==> src/rtl/uart_arb_pkg.sv <==
// Shared definitions for the UART transmit arbiter: FSM state encoding,
// the newline byte that ends a locked message, counter width and a
// saturating increment helper.
package uart_arb_pkg;

    typedef enum logic [1:0] {
        ST_IDLE      = 2'd0,
        ST_ISSUE     = 2'd1,
        ST_WAIT_BUSY = 2'd2,
        ST_WAIT_DONE = 2'd3
    } arb_state_e;

    localparam logic [7:0] NEWLINE = 8'h0A;
    localparam int         CNT_W   = 16;

    // Increment that sticks at all-ones instead of wrapping.
    function automatic logic [CNT_W-1:0] sat_inc(input logic [CNT_W-1:0] v);
        if (v == {CNT_W{1'b1}}) begin
            return v;
        end else begin
            return v + {{(CNT_W-1){1'b0}}, 1'b1};
        end
    endfunction

endpackage

==> src/rtl/rr_arbiter2.sv <==
// Combinational two-way round-robin pick. When both requests are present
// the requester that did not win last time is chosen. Output is one-hot
// (or zero when nobody requests).
module rr_arbiter2 (
    input  logic       req0,
    input  logic       req1,
    input  logic       last_grant,   // 1'b1: requester 1 won last, 1'b0: requester 0
    output logic [1:0] gnt
);

    // Pick one requester, alternating on contention.
    always_comb begin
        gnt = 2'b00;
        if (req0 && req1) begin
            gnt = last_grant ? 2'b01 : 2'b10;
        end else if (req0) begin
            gnt = 2'b01;
        end else if (req1) begin
            gnt = 2'b10;
        end else begin
            gnt = 2'b00;
        end
    end

endmodule

==> src/rtl/uart_tx_arbiter.sv <==
// Two-requester arbiter in front of a single UART transmitter.
// Requester 0 is the CPU, requester 1 the debug monitor. A byte is accepted
// in IDLE, strobed to the UART one cycle later, then the arbiter waits for
// the UART busy flag to rise (bounded by BUSY_WAIT) and fall again.
// Optional feature: define UART_TX_ARB_LOCK_EN to keep ownership with the
// winning requester until it sends a newline or stays silent for
// LOCK_TIMEOUT idle cycles.
module uart_tx_arbiter
    import uart_arb_pkg::*;
#(
    parameter int BUSY_WAIT    = 4,
    parameter int LOCK_TIMEOUT = 1024
) (
    input  logic             clk,
    input  logic             rst,
    input  logic             s0_valid,
    input  logic [7:0]       s0_data,
    output logic             s0_ready,
    input  logic             s1_valid,
    input  logic [7:0]       s1_data,
    output logic             s1_ready,
    output logic             uart_we,
    output logic [7:0]       uart_di,
    input  logic             uart_busy,
    output logic [1:0]       grant,
    output logic             active,
    output logic [CNT_W-1:0] cnt0,
    output logic [CNT_W-1:0] cnt1
);

    localparam int                WAIT_W    = (BUSY_WAIT > 1) ? $clog2(BUSY_WAIT) : 1;
    localparam logic [WAIT_W-1:0] WAIT_LAST = WAIT_W'(BUSY_WAIT - 1);

    arb_state_e        state_q, state_d;
    logic [WAIT_W-1:0] wait_cnt_q, wait_cnt_d;
    logic              uart_we_q, uart_we_d;
    logic [7:0]        uart_di_q, uart_di_d;
    logic [1:0]        grant_q, grant_d;
    logic              last_grant_q, last_grant_d;
    logic              active_q, active_d;
    logic [CNT_W-1:0]  cnt0_q, cnt0_d;
    logic [CNT_W-1:0]  cnt1_q, cnt1_d;

    logic              elig0_s, elig1_s;
    logic [1:0]        pick_s;
    logic              accept_s;
    logic              win1_s;
    logic [7:0]        acc_data_s;

`ifdef UART_TX_ARB_LOCK_EN
    localparam int                LOCK_W    = $clog2(LOCK_TIMEOUT + 1);
    localparam logic [LOCK_W-1:0] LOCK_LAST = LOCK_W'(LOCK_TIMEOUT - 1);

    logic              lock_q, lock_d;
    logic              lock_owner_q, lock_owner_d;
    logic [LOCK_W-1:0] lock_idle_q, lock_idle_d;
    logic              owner_valid_s;
`else
    logic              lock_timeout_unused_s;
    assign lock_timeout_unused_s = (LOCK_TIMEOUT > 0);
`endif

    // Requests that may compete this cycle: only in IDLE with the UART free,
    // and, when locked, only from the lock owner.
    always_comb begin
        elig0_s = 1'b0;
        elig1_s = 1'b0;
        if ((state_q == ST_IDLE) && !uart_busy) begin
            elig0_s = s0_valid;
            elig1_s = s1_valid;
`ifdef UART_TX_ARB_LOCK_EN
            if (lock_q) begin
                if (lock_owner_q) begin
                    elig0_s = 1'b0;
                end else begin
                    elig1_s = 1'b0;
                end
            end else begin
                elig0_s = s0_valid;
                elig1_s = s1_valid;
            end
`endif
        end else begin
            elig0_s = 1'b0;
            elig1_s = 1'b0;
        end
    end

    rr_arbiter2 u_rr (
        .req0       (elig0_s),
        .req1       (elig1_s),
        .last_grant (last_grant_q),
        .gnt        (pick_s)
    );

    assign s0_ready   = pick_s[0];
    assign s1_ready   = pick_s[1];
    assign accept_s   = pick_s[0] | pick_s[1];
    assign win1_s     = pick_s[1];
    assign acc_data_s = win1_s ? s1_data : s0_data;

    // Transfer sequencing: accept, strobe, wait for busy to rise then fall.
    always_comb begin
        state_d      = state_q;
        wait_cnt_d   = wait_cnt_q;
        uart_we_d    = 1'b0;
        uart_di_d    = uart_di_q;
        grant_d      = grant_q;
        last_grant_d = last_grant_q;
        active_d     = active_q;
        cnt0_d       = cnt0_q;
        cnt1_d       = cnt1_q;
        case (state_q)
            ST_IDLE: begin
                if (accept_s) begin
                    state_d      = ST_ISSUE;
                    uart_we_d    = 1'b1;
                    uart_di_d    = acc_data_s;
                    grant_d      = pick_s;
                    last_grant_d = win1_s;
                    active_d     = 1'b1;
                end else begin
                    active_d     = 1'b0;
                end
            end
            ST_ISSUE: begin
                if (grant_q[1]) begin
                    cnt1_d = sat_inc(cnt1_q);
                end else begin
                    cnt0_d = sat_inc(cnt0_q);
                end
                wait_cnt_d = {WAIT_W{1'b0}};
                state_d    = ST_WAIT_BUSY;
            end
            ST_WAIT_BUSY: begin
                // A UART that never reports busy is tolerated: give up silently.
                if (uart_busy) begin
                    state_d = ST_WAIT_DONE;
                end else if (wait_cnt_q == WAIT_LAST) begin
                    state_d = ST_WAIT_DONE;
                end else begin
                    wait_cnt_d = wait_cnt_q + WAIT_W'(1'b1);
                end
            end
            ST_WAIT_DONE: begin
                if (!uart_busy) begin
                    state_d  = ST_IDLE;
                    active_d = 1'b0;
                end else begin
                    state_d  = ST_WAIT_DONE;
                end
            end
            default: begin
                state_d  = ST_IDLE;
                active_d = 1'b0;
            end
        endcase
    end

`ifdef UART_TX_ARB_LOCK_EN
    // Message lock: taken by a winner, dropped on its newline or after a
    // run of idle cycles in which the owner has nothing to send.
    always_comb begin
        owner_valid_s = lock_owner_q ? s1_valid : s0_valid;
        lock_d        = lock_q;
        lock_owner_d  = lock_owner_q;
        lock_idle_d   = {LOCK_W{1'b0}};
        if ((state_q == ST_IDLE) && accept_s) begin
            if (!lock_q) begin
                if (acc_data_s != NEWLINE) begin
                    lock_d       = 1'b1;
                    lock_owner_d = win1_s;
                end else begin
                    lock_d       = 1'b0;
                end
            end else if (acc_data_s == NEWLINE) begin
                lock_d = 1'b0;
            end else begin
                lock_d = 1'b1;
            end
        end else if ((state_q == ST_IDLE) && lock_q && !owner_valid_s) begin
            if (lock_idle_q == LOCK_LAST) begin
                lock_d = 1'b0;
            end else begin
                lock_idle_d = lock_idle_q + LOCK_W'(1'b1);
            end
        end else begin
            lock_idle_d = {LOCK_W{1'b0}};
        end
    end
`endif

    // State and output registers; reset drops any byte in flight.
    always_ff @(posedge clk or posedge rst) begin
        if (rst) begin
            state_q      <= ST_IDLE;
            wait_cnt_q   <= {WAIT_W{1'b0}};
            uart_we_q    <= 1'b0;
            uart_di_q    <= 8'h00;
            grant_q      <= 2'b00;
            last_grant_q <= 1'b1;
            active_q     <= 1'b0;
            cnt0_q       <= {CNT_W{1'b0}};
            cnt1_q       <= {CNT_W{1'b0}};
`ifdef UART_TX_ARB_LOCK_EN
            lock_q       <= 1'b0;
            lock_owner_q <= 1'b0;
            lock_idle_q  <= {LOCK_W{1'b0}};
`endif
        end else begin
            state_q      <= state_d;
            wait_cnt_q   <= wait_cnt_d;
            uart_we_q    <= uart_we_d;
            uart_di_q    <= uart_di_d;
            grant_q      <= grant_d;
            last_grant_q <= last_grant_d;
            active_q     <= active_d;
            cnt0_q       <= cnt0_d;
            cnt1_q       <= cnt1_d;
`ifdef UART_TX_ARB_LOCK_EN
            lock_q       <= lock_d;
            lock_owner_q <= lock_owner_d;
            lock_idle_q  <= lock_idle_d;
`endif
        end
    end

    assign uart_we = uart_we_q;
    assign uart_di = uart_di_q;
    assign grant   = grant_q;
    assign active  = active_q;
    assign cnt0    = cnt0_q;
    assign cnt1    = cnt1_q;

endmodule

==> config.mk <==
export PLATFORM = sky130hd
export DESIGN_NAME = uart_tx_arbiter
export DESIGN_NICKNAME = d
export VERILOG_FILES = /design/src/rtl/uart_arb_pkg.sv /design/src/rtl/rr_arbiter2.sv /design/src/rtl/uart_tx_arbiter.sv
export SDC_FILE = /design/constraint.sdc
export NUM_CORES = 1
export LEC_CHECK = 0
export CELL_PAD_IN_SITES_DETAIL_PLACEMENT = 0
export CELL_PAD_IN_SITES_GLOBAL_PLACEMENT = 1
export CORE_UTILIZATION = 33
export DETAILED_ROUTE_END_ITERATION = 8
export PLACE_DENSITY = 0.75
export RECOVER_POWER = 25
export SYNTH_ARGS = -nofsm -noshare
export SYNTH_HDL_FRONTEND = slang
export SYNTH_SLANG_ARGS = --single-unit
export TNS_END_PERCENT = 1
==> constraint.sdc <==
create_clock -name clk -period 1.8 [get_ports clk]
set_clock_uncertainty 0.05 [all_clocks]
set_input_delay 0.36 -clock clk [delete_from_list [all_inputs] [get_ports clk]]
set_output_delay 0.36 -clock clk [all_outputs]
set_load 0.03 [all_outputs]
==> run summary, run 1 <==
Die X: 86.7 um
placed cell area: 0.00331 mm^2
post-DR wirelength/cell: 12.6 um
drt drc: 0
max cap viols: 0
Post-Layout Inst Area: 0.00342 mm^2
clk slew on worst S/H paths: 0.08 ns
Comb power frac: 0.409
Hold Slack: 0.425 ns
status: finished, final reports clean
Fmax achieved: 559 MHz
Row Count: 30
Overflow after GRT: 0
Final Max Slew Viols: 0
PwrDens: 1100 mW/mm^2
H-tree depth: 2
Place WS: -0.0861 ns
Multi-input gate area: 0.00115 mm^2
Die H: 86.7 um
via count: 1975
Max-slew headroom: 0.647
worst-margin pin slew: 0.530 ns
Post-Synth Simple-Gate Area: 0.229
most common cell after layout, fill and taps aside: dfrtp_1
register area share after synthesis: 0.518
hold path startpoint: last_grant_q$_DFFE_PP1P_
Switching Fraction: 0.380
mean area per synthesized cell: 10.7 um^2
total power: 3.75 mW
Final min period: 1.79 ns
post-route ant nets: 0
final period utilization: 0.994
Setup CP Type: flop to output pin
Starting Density: 0.345
RR Startpoint: grant[1]$_DFFE_PP0P_
CP required: 1.39 ns
initial antenna violation count: 0
Syn Inst Count: 222
routed vias/inst: 4.83
HP Class: flop to flop
GP Congestion: 0.776
Tot GR Track Use: 0.152
setup_tns: 0 ns
Filler cells: 670
Core Footprint: 0.00687 mm^2
xor/xnor share of the synthesized area: 0.0887
Final Hold Fails: 0
P_int: 2.32 mW
syn nets: 246
crit path capture type: output pin
HPWL Detailed: 3.86 mm
DRT Pass-1 Iters: 4
storage element area: 0.00123 mm^2
Die Area: 0.00752 mm^2
critical path startpoint category: flop
Critical Path AT: 1.38 ns
largest family of logic cells by synthesized area: simple AND/OR/NAND/NOR gates
RSZ-0062 raised after global routing: yes
Pleak: 1.82 nW
vias in the first global route: 1892
Critical Path Source: state_q[0]$_DFFE_PP0P_
Layout area overhead: 44.6%
number of distinct library cells after synthesis: 42
Total Wirelength: 5.14 mm
CTS Buf Count: 5
Port Buf Inserts: 66
I/O pins: 67
synthesized area: 0.00237 mm^2
Final nets: 336
Reg power frac: 0.413
Synth Area in Compound Gates: 0.0755
Yosys Warn Count: 0
worst-skew pair later-pin latency: 0.30 ns
Max Buffers Root-to-Sink: 2
Root Driver: clkbuf_8
layout cell share with drive strength beyond 1: 0.166
crit-path max FO: 9
antenna cells: 0
adder-cell share of the synthesized area: 0.0158
clock power share: 0.178
Final WS setup: 0.0101 ns
CTS Sinks: 49
count of state elements after synthesis: 49
hold buffer count at cts: 0
global-route wire length before repair: 8.91 mm
final setup violation count: 0
NetSw: 1.43 mW
post-synthesis mux area share: 0.0523
pin count of the biggest net entering global routing: 23
commonest cells after routing, fill and taps aside: dfrtp_1, dlygate4sd2_1, nand2_1
Starting DRT DRC Count: 52
CTS tree: done
peak supply drop: 0.000576 V
cell type report:
cell class | instances | area share
clock buffers | 8 | 0.0263
multi-input cells | 162 | 0.336
well taps | 96 | 0.0351
flip-flops and latches | 49 | 0.360
repair buffers | 89 | 0.237
inverters | 5 | 0.00548
registers in the layout, indices dropped and copies added, names as in the netlist:
name,cells
active,1
cnt0,16
cnt1,16
grant,2
last_grant_q,1
state_q,2
uart_di,8
uart_we,1
wait_cnt_q,2
kinds of logic after synthesis:
family | after synthesis
AND/OR/NAND/NOR | 95
flip-flops | 49
AO/OA/AOI/OAI | 28
XOR/XNOR | 24
multiplexers | 12
buffers and inverters | 11
adder cells (fa/ha/maj) | 3
layer usage:
layer  track usage  share of wire  vias to the layer above
met5             0              0                        -
met4        0.0545          0.014                        0
met3        0.0467          0.060                        6
met2         0.242           0.46                       46
met1         0.196           0.47                      947
li1              -              -                      976
path summary, 6_finish.rpt:
| check | slack [ns] | depth (start not counted) | endpoint |
|---|---|---|---|
| min reg2reg | 0.42 | 2 | last_grant_q$_DFFE_PP1P_ |
| max in group asynchronous | 0.35 | 3 | cnt0[7]$_DFFE_PP0P_ |
| min | 0.42 | 2 | last_grant_q$_DFFE_PP1P_ |
| max | 0.01 | 4 | s0_ready |
| min in group asynchronous | 0.47 | 2 | cnt1[2]$_DFFE_PP0P_ |
| max reg2reg | 0.03 | 4 | cnt0[9]$_DFFE_PP0P_ |
cell usage after synthesis (all sizes together):
master   count  share of area
or2          1         0.0037
nand3       14          0.030
nand2b       1         0.0026
nor4         5          0.021
nand4bb      1         0.0048
o211ai       1         0.0032
nor2b        3         0.0079
nor4b        1         0.0063
a21o         1         0.0032
buf          4         0.0090
o21a         2         0.0063
nand4       10          0.026
and3         9          0.024
a21oi        3         0.0063
o31a         1         0.0037
xor2        12          0.044
and2         1         0.0026
a21boi       1         0.0032
nor3         7          0.015
a211oi       1         0.0032
a311oi       1         0.0063
xnor2       12          0.044
mux2i        9          0.038
o21ai       12          0.025
a31oi        3         0.0079
nor3b        2         0.0063
and4         5          0.018
dfstp        1          0.011
dfrtp       48           0.51
o21bai       1         0.0032
ha           3          0.016
inv          5         0.0079
or3b         1         0.0037
clkbuf       2         0.0032
nand3b       2         0.0063
nand2       26          0.041
mux2         3          0.014
a41oi        1         0.0037
nor2         6         0.0095
stage by stage:
step | instances | utilization
finish | 409 | 0.499
global route | 409 | 0.499
CTS | 408 | 0.491
detailed placement | 400 | 0.482
global placement | 400 | 0.482
floorplan | 222 | -
power groups by stage:
stage | sequential [mW] | combinational [mW] | clock, mW
after global routing | 1.59 | 1.67 | 0.739
after detailed placement | 1.57 | 1.58 | 0
after floorplan | 1.96 | 0.475 | 0
after global placement | 1.55 | 1.57 | 0
after CTS | 1.55 | 1.55 | 0.699
final | 1.55 | 1.53 | 0.669
worst max-delay path, stage by stage (launching register included):
cell	delay, ns
dfrtp_1	0.39
buf_6	0.14
nor3_4	0.20
and3_4	0.22
buf_6	0.12
repair_timing:
item | CTS | global route
gates resized for setup | 33 | 16
pin swaps | 0 | 5
setup buffers | 0 | 1
setup endpoints to repair | 33 | 17
cloned | 0 | 0
Power figures use the tool's default switching activity.
==> run 2: changes to the inputs <==
TNS_END_PERCENT = unset   (was 1)
==> run 2 against run 1 <==
Net effect:
- cell count up 0.49%
- die area did not move
- critical path depth unchanged
- highest routed layer unchanged
- critical endpoint unchanged
- utilization rose by 0.36 points
- flip-flop and latch count unchanged
- combinational power grew 3%
- first-iteration DRC count rose by 67%
- sequential power is essentially flat
==> run summary, run 2 (synthesis gave the netlist of run 1 again) <==
status: finished, final reports clean
HP Class: flop to flop
Multi-input gate area: 0.00116 mm^2
Filler cells: 653
Reg2Reg Depth: 4
CTS Sinks: 49
crit-path max FO: 4
most common cell after layout, fill and taps aside: dfrtp_1
final setup violation count: 0
CP top delay family: simple AND/OR/NAND/NOR gates
setup_tns: 0 ns
GP Congestion: 0.755
layout cell share with drive strength beyond 1: 0.178
Die Area: 0.00752 mm^2
Overflow after GRT: 0
final period utilization: 0.991
FF-to-FF End: cnt0[1]$_DFFE_PP0P_
CP required: 1.39 ns
Core Util, Final: 0.502
Starting DRT DRC Count: 87
Final min period: 1.78 ns
worst-skew pair later-pin latency: 0.29 ns
critical path startpoint category: flop
DRT Pass-1 Iters: 4
hold buffer count at cts: 0
Slowest-stage cell, CP: dfrtp_1
RSZ-0062 raised after global routing: yes
Die X: 86.7 um
drt drc: 0
Root Driver: clkbuf_8
worst-margin pin slew: 0.673 ns
CTS tree: done
vias in the first global route: 1858
I/O pins: 67
max cap viols: 0
Final Max Slew Viols: 0
Fmax achieved: 560 MHz
Core Footprint: 0.00687 mm^2
crit path capture type: output pin
Layout area overhead: 45.6%
Critical Path AT: 1.37 ns
RR Startpoint: grant[1]$_DFFE_PP0P_
Setup CP Type: flop to output pin
Hold EP: uart_di[1]$_DFFE_PP0P_
crit-path most repeated cell: buf_6
via count: 1989
initial antenna violation count: 0
Buf+Inv Stages, Crit Path: 2
peak supply drop: 0.000561 V
CTS Buf Count: 5
commonest cells after routing, fill and taps aside: dfrtp_1, dlygate4sd2_1, nand2_1, clkdlybuf4s50_1, buf_4
global-route wire length before repair: 8.87 mm
hold path startpoint: uart_di[1]$_DFFE_PP0P_
PwrDens: 1090 mW/mm^2
Final Hold Fails: 0
r2r setup slk: 0.03 ns
Total Wirelength: 5.14 mm
Max Buffers Root-to-Sink: 2
antenna cells: 0
hold path depth: 2
H-tree depth: 2
CP Cell Sequence: buf_6, nor3_4, and3_4, buf_6
storage element area: 0.00123 mm^2
routed vias/inst: 4.84
pin count of the biggest net entering global routing: 50
post-DR wirelength/cell: 12.5 um
CP max stage delay: 0.39 ns
Starting Density: 0.345
Row Count: 30
HPWL Detailed: 3.72 mm
Hold Slack: 0.427 ns
Pleak: 1.85 nW
Die H: 86.7 um
Final nets: 338
Max-slew headroom: 0.551
Tot GR Track Use: 0.148
clk slew on worst S/H paths: 0.09 ns
post-route ant nets: 0
Port Buf Inserts: 66
[run 2: repair_timing]
| action | 4_1_cts | 5_1_grt |
|---|---|---|
| pin swaps | 2 | 3 |
| endpoints found under the setup margin | 32 | 15 |
| setup buffers | 0 | 5 |
| gates resized for setup | 37 | 11 |
[run 2: power by group]
group,leakage [nW],switching [mW],total [mW],internal [mW]
registers,0.642,0.189,1.55,1.36
clock network,0.0450,0.359,0.630,0.270
logic,1.17,0.879,1.58,0.697
[run 2: stage by stage]
stage	instances	cell area (um^2)	power [mW]	worst slack [ns]
4_1_cts	406	3380	3.74	0.000115
6_report	411	3450	3.76	0.0158
3_5_place_dp	398	3310	3.13	-0.0746
3_3_place_gp	398	3310	3.11	0.0121
5_1_grt	411	3450	4.01	-0.0494
2_1_floorplan	222	2400	2.44	-0.0108
[run 2: final cells by class]
cell class,count,area share
clock inverter,2,0.00290
clock buffer,6,0.0210
inverter,5,0.00544
timing repair buffer,91,0.242
tap,96,0.0348
multi-input combinational,162,0.336
sequential,49,0.358
[run 2: worst register-to-register path, delay by kind of cell (launching register included)]
kind	cells	cell delay, ns
AND/OR/NAND/NOR	2	0.66
multiplexers	1	0.36
buffers and inverters	1	0.19
flip-flops	1	0.41
[run 2: worst max-delay path by stage]
stage / start / endpoint / slack [ns] / cells after the start
CTS: cnt1[7]$_DFFE_PP0P_ / cnt1[7] / 0.0001 / 1
detailed placement: uart_busy / uart_di[4]$_DFFE_PP0P_ / -0.07 / 6
global placement: uart_busy / s0_ready / 0.01 / 4
finish: state_q[1]$_DFFE_PP0P_ / s0_ready / 0.02 / 4
global route: state_q[1]$_DFFE_PP0P_ / s0_ready / -0.05 / 4
floorplan: cnt0[5]$_DFFE_PP0P_ / cnt0[1]$_DFFE_PP0P_ / -0.01 / 4
[run 2: metal layers]
metal | part of all wire | GRT usage
met5 | 0 | 0
met4 | 0.0053 | 0.0227
met3 | 0.059 | 0.0457
met2 | 0.46 | 0.234
met1 | 0.48 | 0.203
==> run 3: changes to the inputs <==
SLEW_MARGIN = 0   (was unset)
==> results of run 3 <==
The final DEF is identical to that of run 2; final timing and power are the same.
